`config.mk`:
```
export PLATFORM = sky130hd
export DESIGN_NAME = vendor_mem_hard_macro
export DESIGN_NICKNAME = d
export VERILOG_FILES = /design/src/rtl/vendor_mem_pkg.sv /design/src/rtl/vendor_mem_row.sv /design/src/rtl/vendor_mem_hard_macro.sv
export SDC_FILE = /design/constraint.sdc
export NUM_CORES = 1
export LEC_CHECK = 0
export ABC_AREA = 1
export BUFFER_PORTS_ARGS = -buffer_cell sky130_fd_sc_hd__buf_4
export CAP_MARGIN = 20
export CORE_MARGIN = 1.5
export CORE_UTILIZATION = 40
export CTS_CLUSTER_SIZE = 25
export DETAILED_ROUTE_END_ITERATION = 7
export HOLD_SLACK_MARGIN = 0.08
export PLACE_DENSITY = 0.57
export SLEW_MARGIN = 0
export SYNTH_ARGS = -nofsm -noshare
export SYNTH_HDL_FRONTEND = slang
export SYNTH_SLANG_ARGS = --single-unit
```
`constraint.sdc`:
```
create_clock -name clk -period 2.2 [get_ports clk]
set_clock_uncertainty 0.2 [all_clocks]
set_input_delay 0.22 -clock clk [delete_from_list [all_inputs] [get_ports clk]]
set_output_delay 0.22 -clock clk [all_outputs]
set_load 0.02 [all_outputs]
```
`src/rtl/vendor_mem_pkg.sv`:
```
// Shared types and defaults for the flop-based register-file macro.
// Default geometry matches the 8 x 61 NoC link FIFO storage.
package vendor_mem_pkg;

  localparam int DEPTH_DEF = 8;
  localparam int WIDTH_DEF = 61;

  typedef logic [WIDTH_DEF-1:0] mem_word_t;

  localparam mem_word_t RDATA_IDLE = '1;

endpackage

```
`src/rtl/vendor_mem_row.sv`:
```
// One storage word of the register-file macro.
// Reset wins over a coincident write.
module vendor_mem_row #(
  parameter int WIDTH = 61
) (
  input  logic             clk,
  input  logic             rst,
  input  logic             we,
  input  logic [WIDTH-1:0] d,
  output logic [WIDTH-1:0] q
);

  always_ff @(posedge clk) begin
    if (rst) begin
      q <= '0;
    end else if (we) begin
      q <= d;
    end
  end

endmodule

```
`src/rtl/vendor_mem_hard_macro.sv`:
```
// Two-port flop register file: synchronous word write, combinational read.
// Idle or out-of-range reads return all-ones.
module vendor_mem_hard_macro
  import vendor_mem_pkg::*;
#(
  parameter  int DEPTH = DEPTH_DEF,
  parameter  int WIDTH = WIDTH_DEF,
  localparam int AW    = $clog2(DEPTH)
) (
  input  logic             clk,
  input  logic             rst,
  input  logic             wen,
  input  logic [AW-1:0]    waddr,
  input  logic [WIDTH-1:0] wdata,
  input  logic             ren,
  input  logic [AW-1:0]    raddr,
  output logic [WIDTH-1:0] rdata
);

  localparam logic [AW:0]      DEPTH_W = (AW+1)'(DEPTH);
  localparam logic [WIDTH-1:0] IDLE    = '1;

  logic [WIDTH-1:0] q [DEPTH];
  logic [DEPTH-1:0] we;

  // Only rows below DEPTH exist, so an out-of-range waddr decodes to nothing.
  always_comb begin
    we = '0;
    for (int i = 0; i < DEPTH; i++) begin
      we[i] = wen && (waddr == AW'(i));
    end
  end

  for (genvar g = 0; g < DEPTH; g++) begin : g_row
    vendor_mem_row #(
      .WIDTH (WIDTH)
    ) u_row (
      .clk (clk),
      .rst (rst),
      .we  (we[g]),
      .d   (wdata),
      .q   (q[g])
    );
  end

  always_comb begin
    rdata = IDLE;
    if (ren && ({1'b0, raddr} < DEPTH_W)) begin
      rdata = q[raddr];
    end
  end

`ifndef SYNTHESIS
  always_ff @(posedge clk) begin
    if (!rst && wen) begin
      assert (!$isunknown(waddr))
        else $warning("Z or X in address on write at %0t", $time);
      assert ({1'b0, waddr} < DEPTH_W)
        else $warning("Address out of range on write at %0t", $time);
    end
  end
`endif

endmodule

```
==> results of run 1 <==
## cells in the final DEF (no fill, tap or decap), types with 17 or more instances in the layout
cell type	n
clkbuf_16	55
buf_4	161
nand3_1	427
nand2_1	489
dlygate4sd3_1	79
dfxtp_1	488
nor2_1	976
buf_12	42
o21ai_0	474
clkbuf_8	17
## report_power, final
group | internal (mW) | switching [mW] | total, mW
clock network | 5.23 | 3.70 | 8.93
logic | 0.891 | 1.54 | 2.43
registers | 9.15 | 0.149 | 9.30
## metal layers
layer  vias to the layer above  part of all wire (%)
li1                      10350                     -
met1                      9876                    45
met2                       773                    45
met3                       136                   6.8
met4                         0                   2.6
met5                         -                     0
## repair_timing
item	4_1_cts	5_1_grt
resized for setup	0	1
hold buffers	79	0
setup endpoints to repair	0	1
hold endpoints to repair	488	0
## logic make-up (layout without fill, tap and decap cells)
logic type / count (synthesis) / after routing / synth area share, %
compound gates: 488 / 488 / 11.42
flops: 488 / 488 / 45.67
buf+inv: 267 / 398 / 6.609
simple gates: 1905 / 1905 / 36.31
## metrics by stage
step	power, mW	worst slack [ns]
floorplan	10.87	0.6490
detailed placement	11.79	0.3273
finish	20.67	0.1516
CTS	20.80	0.1697
global placement	11.74	0.3141
global route	21.45	0.06582
## area by class of cell
type | count | share of cell area, %
multi-input cells | 2393 | 39.98
repair buffers | 284 | 11.22
inverters | 17 | 0.3381
flip-flops and latches | 488 | 38.26
clock inverters | 11 | 0.3626
well taps | 688 | 3.371
clock buffers | 86 | 6.472
## tightest hold or removal path: stages
cell and delay, ns:
dlygate4sd3_1 0.52, buf_4 0.14, nor2_1 0.05, nor2_1 0.08
## path summary, 6_finish.rpt
check / startpoint / cells after the start / slack, ns / endpoint
min: wdata[1] / 4 / 0.25 / g_row[7].u_row.q[1]
max: waddr[1] / 8 / 0.15 / g_row[7].u_row.q[5]
max reg2reg: g_row[7].u_row.q[13] / 3 / 0.78 / g_row[7].u_row.q[13]
min reg2reg: g_row[0].u_row.q[1] / 2 / 0.28 / g_row[0].u_row.q[1]
==> key figures, run 1 <==
Yosys
  – Post-synth top area share: 45.67%
  – Post-Syn Area: 0.02139 sq mm
  – Commonest cells in the netlist: 976 x nor2_1, 489 x nand2_1, 488 x dfxtp_1
  – Avg Inst Size Synth: 6.796 sq um
  – Ys flop type: dfxtp_1
  – Yosys top cell by area: dfxtp_1
  – Ys Warns: 0
  – Post-synth EDFFs: 0
  – Most area-consuming cells after synthesis: dfxtp_1 46%, nor2_1 17%, o21ai_0 11%, nand3_1 10%, nand2_1 8.6%
  – Ys async rst share: 0%
  – Sequential share of the synthesized area: 45.67%
  – Post-Syn Nets: 3219
  – Flop and latch count out of synthesis: 488
  – Distinct cell type count after synthesis: 21
  – Gate Count Post-Synth: 3148
  – Most frequent cell after synthesis: nor2_1

CTS
  – Clk root buf: clkbuf_16
  – H-tree depth: 2
  – Worst-path clk slew: 0.06 ns
  – Worst-Skew Late Latency: 0.61 ns
  – Post-CTS Setup Bufs: 0
  – Num CTS Buffers: 53
  – Clock buffer depth: 3
  – CTS Sinks: 488
  – CTS tree: done

Timing
  – Final worst-path cycle share: 93.11%
  – Max Freq: 488.2 MHz
  – Fin. Hold Viols: 0
  – Final min period: 2.048 ns
  – Worst Tran Pin Value: 0.5696 ns
  – Hold_ws: 0.2495 ns
  – Slew headroom: 62.02%
  – Endpoints failing setup: 0
  – Setup TNS Final: 0 ns
  – Unrepaired setup endpoints after global routing: no
  – Slew Limit Fails: 0

Layout
  – # fillers: 5280
  – Final Instance Area: 0.02554 sq mm
  – Layout Cells excl Fill: 3967
  – Largest register FFs: 488
  – Multi-input logic area: 0.01021 sq mm
  – Biggest register: g_row.u_row.q
  – Final core utilization: 48.40%
  – Antenna diodes: 0
  – Total Nets Final: 3308
  – Layout cells sized above 1: 9.668%
  – FF/Latch Area: 0.009769 sq mm
  – Layout area overhead: 19.37%
  – Biggest regs: g_row.u_row.q (488)

Critical path
  – Critical Path RT: 2.55 ns
  – Max stage delay on crit path: 0.56 ns
  – Delay-heaviest family, CP: buffers and inverters
  – Critical-path cell list: dlygate4sd3_1 -> buf_4 -> nand2_2 -> nor2_4 -> buf_4 -> o21ai_0 -> nor2_1 -> dlygate4sd3_1
  – Crit-path max FO: 27
  – Crit path DAT: 2.40 ns
  – WP buf/inv: 4
  – Critical path launch point type: primary input
  – Slowest-stage cell, CP: dlygate4sd3_1
  – CP endpoint kind: flip-flop
  – Setup CP Type: primary input to flip-flop

Pwr
  – PwrDens: 809.3 mW/mm^2
  – LEAKAGE: 9.843 nW
  – Maximum vdd drop: 0.0005797 V

Floorplanning
  – Core region area: 0.05276 sq mm
  – IO Count: 132
  – Die Footprint: 0.05488 sq mm
  – Die Span Y: 234.3 um
  – Starting Density: 40.55%
  – Site row count: 84
  – Horiz. Die Dim: 234.3 um

Routing
  – First drt pass iteration count: 8
  – # DRC: 7
  – DR vias: 21140
  – Final wirelength: 73290 um
  – DRT iter0 DRCs: 1846
  – Vias per cell: 5.328
  – Routed WL per cell: 18.47 um
  – Final ANT Viol Nets: 0

Placed design
  – DP Cell Count: 3791
  – Final GP Congestion: 0.7830
  – DPL Wire Length: 39630 um
  – Buffers on Ports: 131
  – Placed cell area: 0.02300 sq mm

GRT
  – Vias in the first global route: 19790
  – Global-route wire length before repair: 113600 um
  – Initial antenna violation count: 0
  – M1 GR Usage: 36.30%
  – GRT Max-Usage Layer: met2
  – M3 GR Usage: 4.232%
  – Gr usage total: 26.51%
  – Total gr overflow: 0
  – Maximum number of pins on one net before global-route repair: 107
  – Grt met2 use: 42.77%

Outcome
  – Violated checks: design-rule violations
  – Status: finished with violations

Job
  – Max cap viols: 0

Hold path
  – Min-delay worst type: primary input to flip-flop
Power figures use the tool's default switching activity.
==> run 2: changes to the inputs <==
- SYNTH_HIERARCHICAL: not set -> 1
==> key figures, run 2 <==
Yosys
  – Most frequent cell after synthesis: nand2_1
  – Gate Count Post-Synth: 4131 (+31%)
  – Distinct cell type count after synthesis: 12 (-43%)
  – Flop and latch count out of synthesis: 488 (unchanged)
  – Ys Warns: 6 (+6)
  – Commonest cells in the netlist: 1470 x nand2_1, 984 x nor2_1, 491 x inv_1
  – Sequential share of the synthesized area: 39.83% (-5.8 points)
  – Post-Syn Nets: 4202 (+31%)
  – Most area-consuming cells after synthesis: dfxtp_1 40%, nand2_1 22%, nor2_1 15%, nand3_1 8.7%, inv_1 7.5%
  – Post-synth EDFFs: 0 (unchanged)
  – Ys flop type: dfxtp_1
  – Avg Inst Size Synth: 5.937 sq um (-13%)
  – Ys async rst share: 0% (unchanged)
  – Post-Syn Area: 0.02452 sq mm (+15%)
  – Yosys top cell by area: dfxtp_1
  – Post-synth top area share: 39.83% (-5.8 points)

CTS
  – Clk root buf: clkbuf_16
  – Hold Buf Count CTS: 64 (-19%)
  – Worst-path clk slew: 0.06 ns (about the same)
  – Clock buffer depth: 3 (unchanged)
  – Worst-Skew Late Latency: 0.61 ns (about the same)
  – Num CTS Buffers: 55 (+3.8%)
  – CTS tree: done
  – H-tree depth: 2 (unchanged)
  – CTS Sinks: 488 (unchanged)
  – Cts repair resizes: 0 (unchanged)
  – Post-CTS Setup Bufs: 0 (unchanged)

Critical path
  – Reg2reg path depth: 2 (-1)
  – Critical Path RT: 1.78 ns (-0.77 ns)
  – Critical path launch point type: flip-flop
  – Crit-path max FO: 2 (-93%)
  – Crit path DAT: 1.64 ns (-0.76 ns)
  – Setup CP Type: flip-flop to primary output
  – CP endpoint kind: primary output

Timing
  – Endpoints failing setup: 0 (unchanged)
  – Worst Tran Pin Value: 0.5412 ns (-0.02847 ns)
  – Unrepaired setup endpoints after global routing: no
  – Max Freq: 485.0 MHz (-0.65%)
  – Setup TNS Final: 0 ns (unchanged)
  – Final worst-path cycle share: 93.71% (+0.61 points)
  – Slew headroom: 63.88% (+1.9 points)
  – Fin. Hold Viols: 0 (unchanged)
  – Slew Limit Fails: 0 (unchanged)
  – Final min period: 2.062 ns (+0.01332 ns)

Routing
  – Routed WL per cell: 15.40 um (-17%)
  – Final ANT Viol Nets: 0 (unchanged)
  – First drt pass iteration count: 5 (-3)
  – Vias per cell: 4.634 (-13%)
  – DR vias: 23260 (+10%)
  – DRT met1 WL: 37430 um (+13%)
  – # DRC: 0 (-7)
  – DRT iter0 DRCs: 1642 (-11%)
  – Met2 WL: 35270 um (+6.0%)
  – DR top layer: met5
  – Final wirelength: 77280 um (+5.5%)
  – Wire length on met3: 3299 um (-33%)

Hold path
  – Min-delay worst type: primary input to flip-flop
  – Hold depth: 5 (+1)

Pwr
  – LEAKAGE: 13.61 nW (+38%)
  – PwrDens: 730.9 mW/mm^2 (-9.7%)
  – Maximum vdd drop: 0.0006746 V (+16%)

Layout
  – Most common cell after layout, fill and taps aside: nand2_1
  – Biggest regs: g_row.u_row/q (488)
  – Layout area overhead: 16.32%
  – Commonest non-fill, non-tap cells in the layout: 1470 x nand2_1, 976 x nor2_1, 491 x inv_1
  – Total Nets Final: 4272 (+29%)
  – Layout Cells excl Fill: 5019 (+27%)
  – Layout cells sized above 1: 7.175% (-2.5 points)
  – Largest register FFs: 488 (unchanged)
  – Antenna diodes: 0 (unchanged)
  – Biggest register: g_row.u_row/q

Floorplanning
  – Die Span Y: 250.6 um (+7.0%)
  – Die Footprint: 0.06281 sq mm (+14%)
  – Site row count: 90 (+7.1%)
  – IO Count: 132 (unchanged)
  – Starting Density: 40.56% (about the same)
  – Core region area: 0.06047 sq mm (+15%)
  – Horiz. Die Dim: 250.6 um (+7.0%)

Placed design
  – Final GP Congestion: 0.7873 (+0.55%)
  – Buffers on Ports: 131 (unchanged)
  – DP Cell Count: 4862 (+28%)
  – DPL Wire Length: 45320 um (+14%)

GRT
  – Maximum number of pins on one net before global-route repair: 88 (-18%)
  – Initial antenna violation count: 1 (+1)
  – Total gr overflow: 0 (unchanged)
  – Gr usage total: 24.42% (-2.1 points)
  – Global-route wire length before repair: 121600 um (+7.1%)
  – Vias in the first global route: 21230 (+7.3%)

Job
  – Max cap viols: 0 (unchanged)

Outcome
  – Status: complete, no violations
-- run 2: cell type report --
| class | instances | area (sq um) |
|---|---|---|
| Timing Repair Buffer | 273 | 2809 |
| Clock buffer | 83 | 1592 |
| Sequential cell | 488 | 9769 |
| Clock inverter | 10 | 61.31 |
| Fill cell | 6369 | 31940 |
| Inverter | 502 | 1908 |
| Multi-Input combinational cell | 2881 | 11410 |
| Tap cell | 782 | 978.4 |
-- run 2: cell families after synthesis --
| logic type | count (synthesis) | share of synthesized area, % |
|---|---|---|
| buf+inv | 762 | 13.89 |
| flops | 488 | 39.83 |
| simple gates | 2881 | 46.27 |
-- run 2: layer usage --
metal	GRT usage [%]	up-vias
li1	-	12320
met1	33.52	10390
met2	40.89	449
met3	2.920	99
met4	5.558	2
met5	0	-
-- run 2: final timing paths --
path / slack (ns) / start / end
worst min register to register: 0.27 / g_row[7].u_row/q[22] / g_row[7].u_row/q[22]
worst max-delay path: 0.14 / g_row[3].u_row/q[11] / rdata[11]
worst max register to register: 1.41 / g_row[7].u_row/q[14] / g_row[7].u_row/q[14]
worst min-delay path: 0.24 / waddr[2] / g_row[6].u_row/q[21]
-- run 2: critical path: stages (launching register included) --
cell	delay, ns
dfxtp_1	0.30
nand2_1	0.06
nand3_1	0.08
nand3_1	0.12
nand3_1	0.22
buf_4	0.25
-- run 2: report_power, final --
group,switching (mW),leakage [nW],internal (mW)
registers,0.157,3.97,9.15
logic,1.79,8.83,1.01
clock network,3.80,0.818,4.94
total,5.75,13.6,15.1
-- run 2: stage by stage --
stage          hold WS, ns  worst slack, ns  utilization, %  area [sq um]  total power, mW
6_report            0.2390           0.1383           47.17         28530            20.85
5_1_grt             0.2786          0.08859           47.17         28530            21.72
4_1_cts             0.2192           0.1397           47.17         28530            21.02
3_5_place_dp        0.2619           0.2660           43.38         26230            12.20
3_3_place_gp        0.2560           0.2759           43.38         26230            12.19
2_1_floorplan       0.2082           0.6861               -         24520            11.17
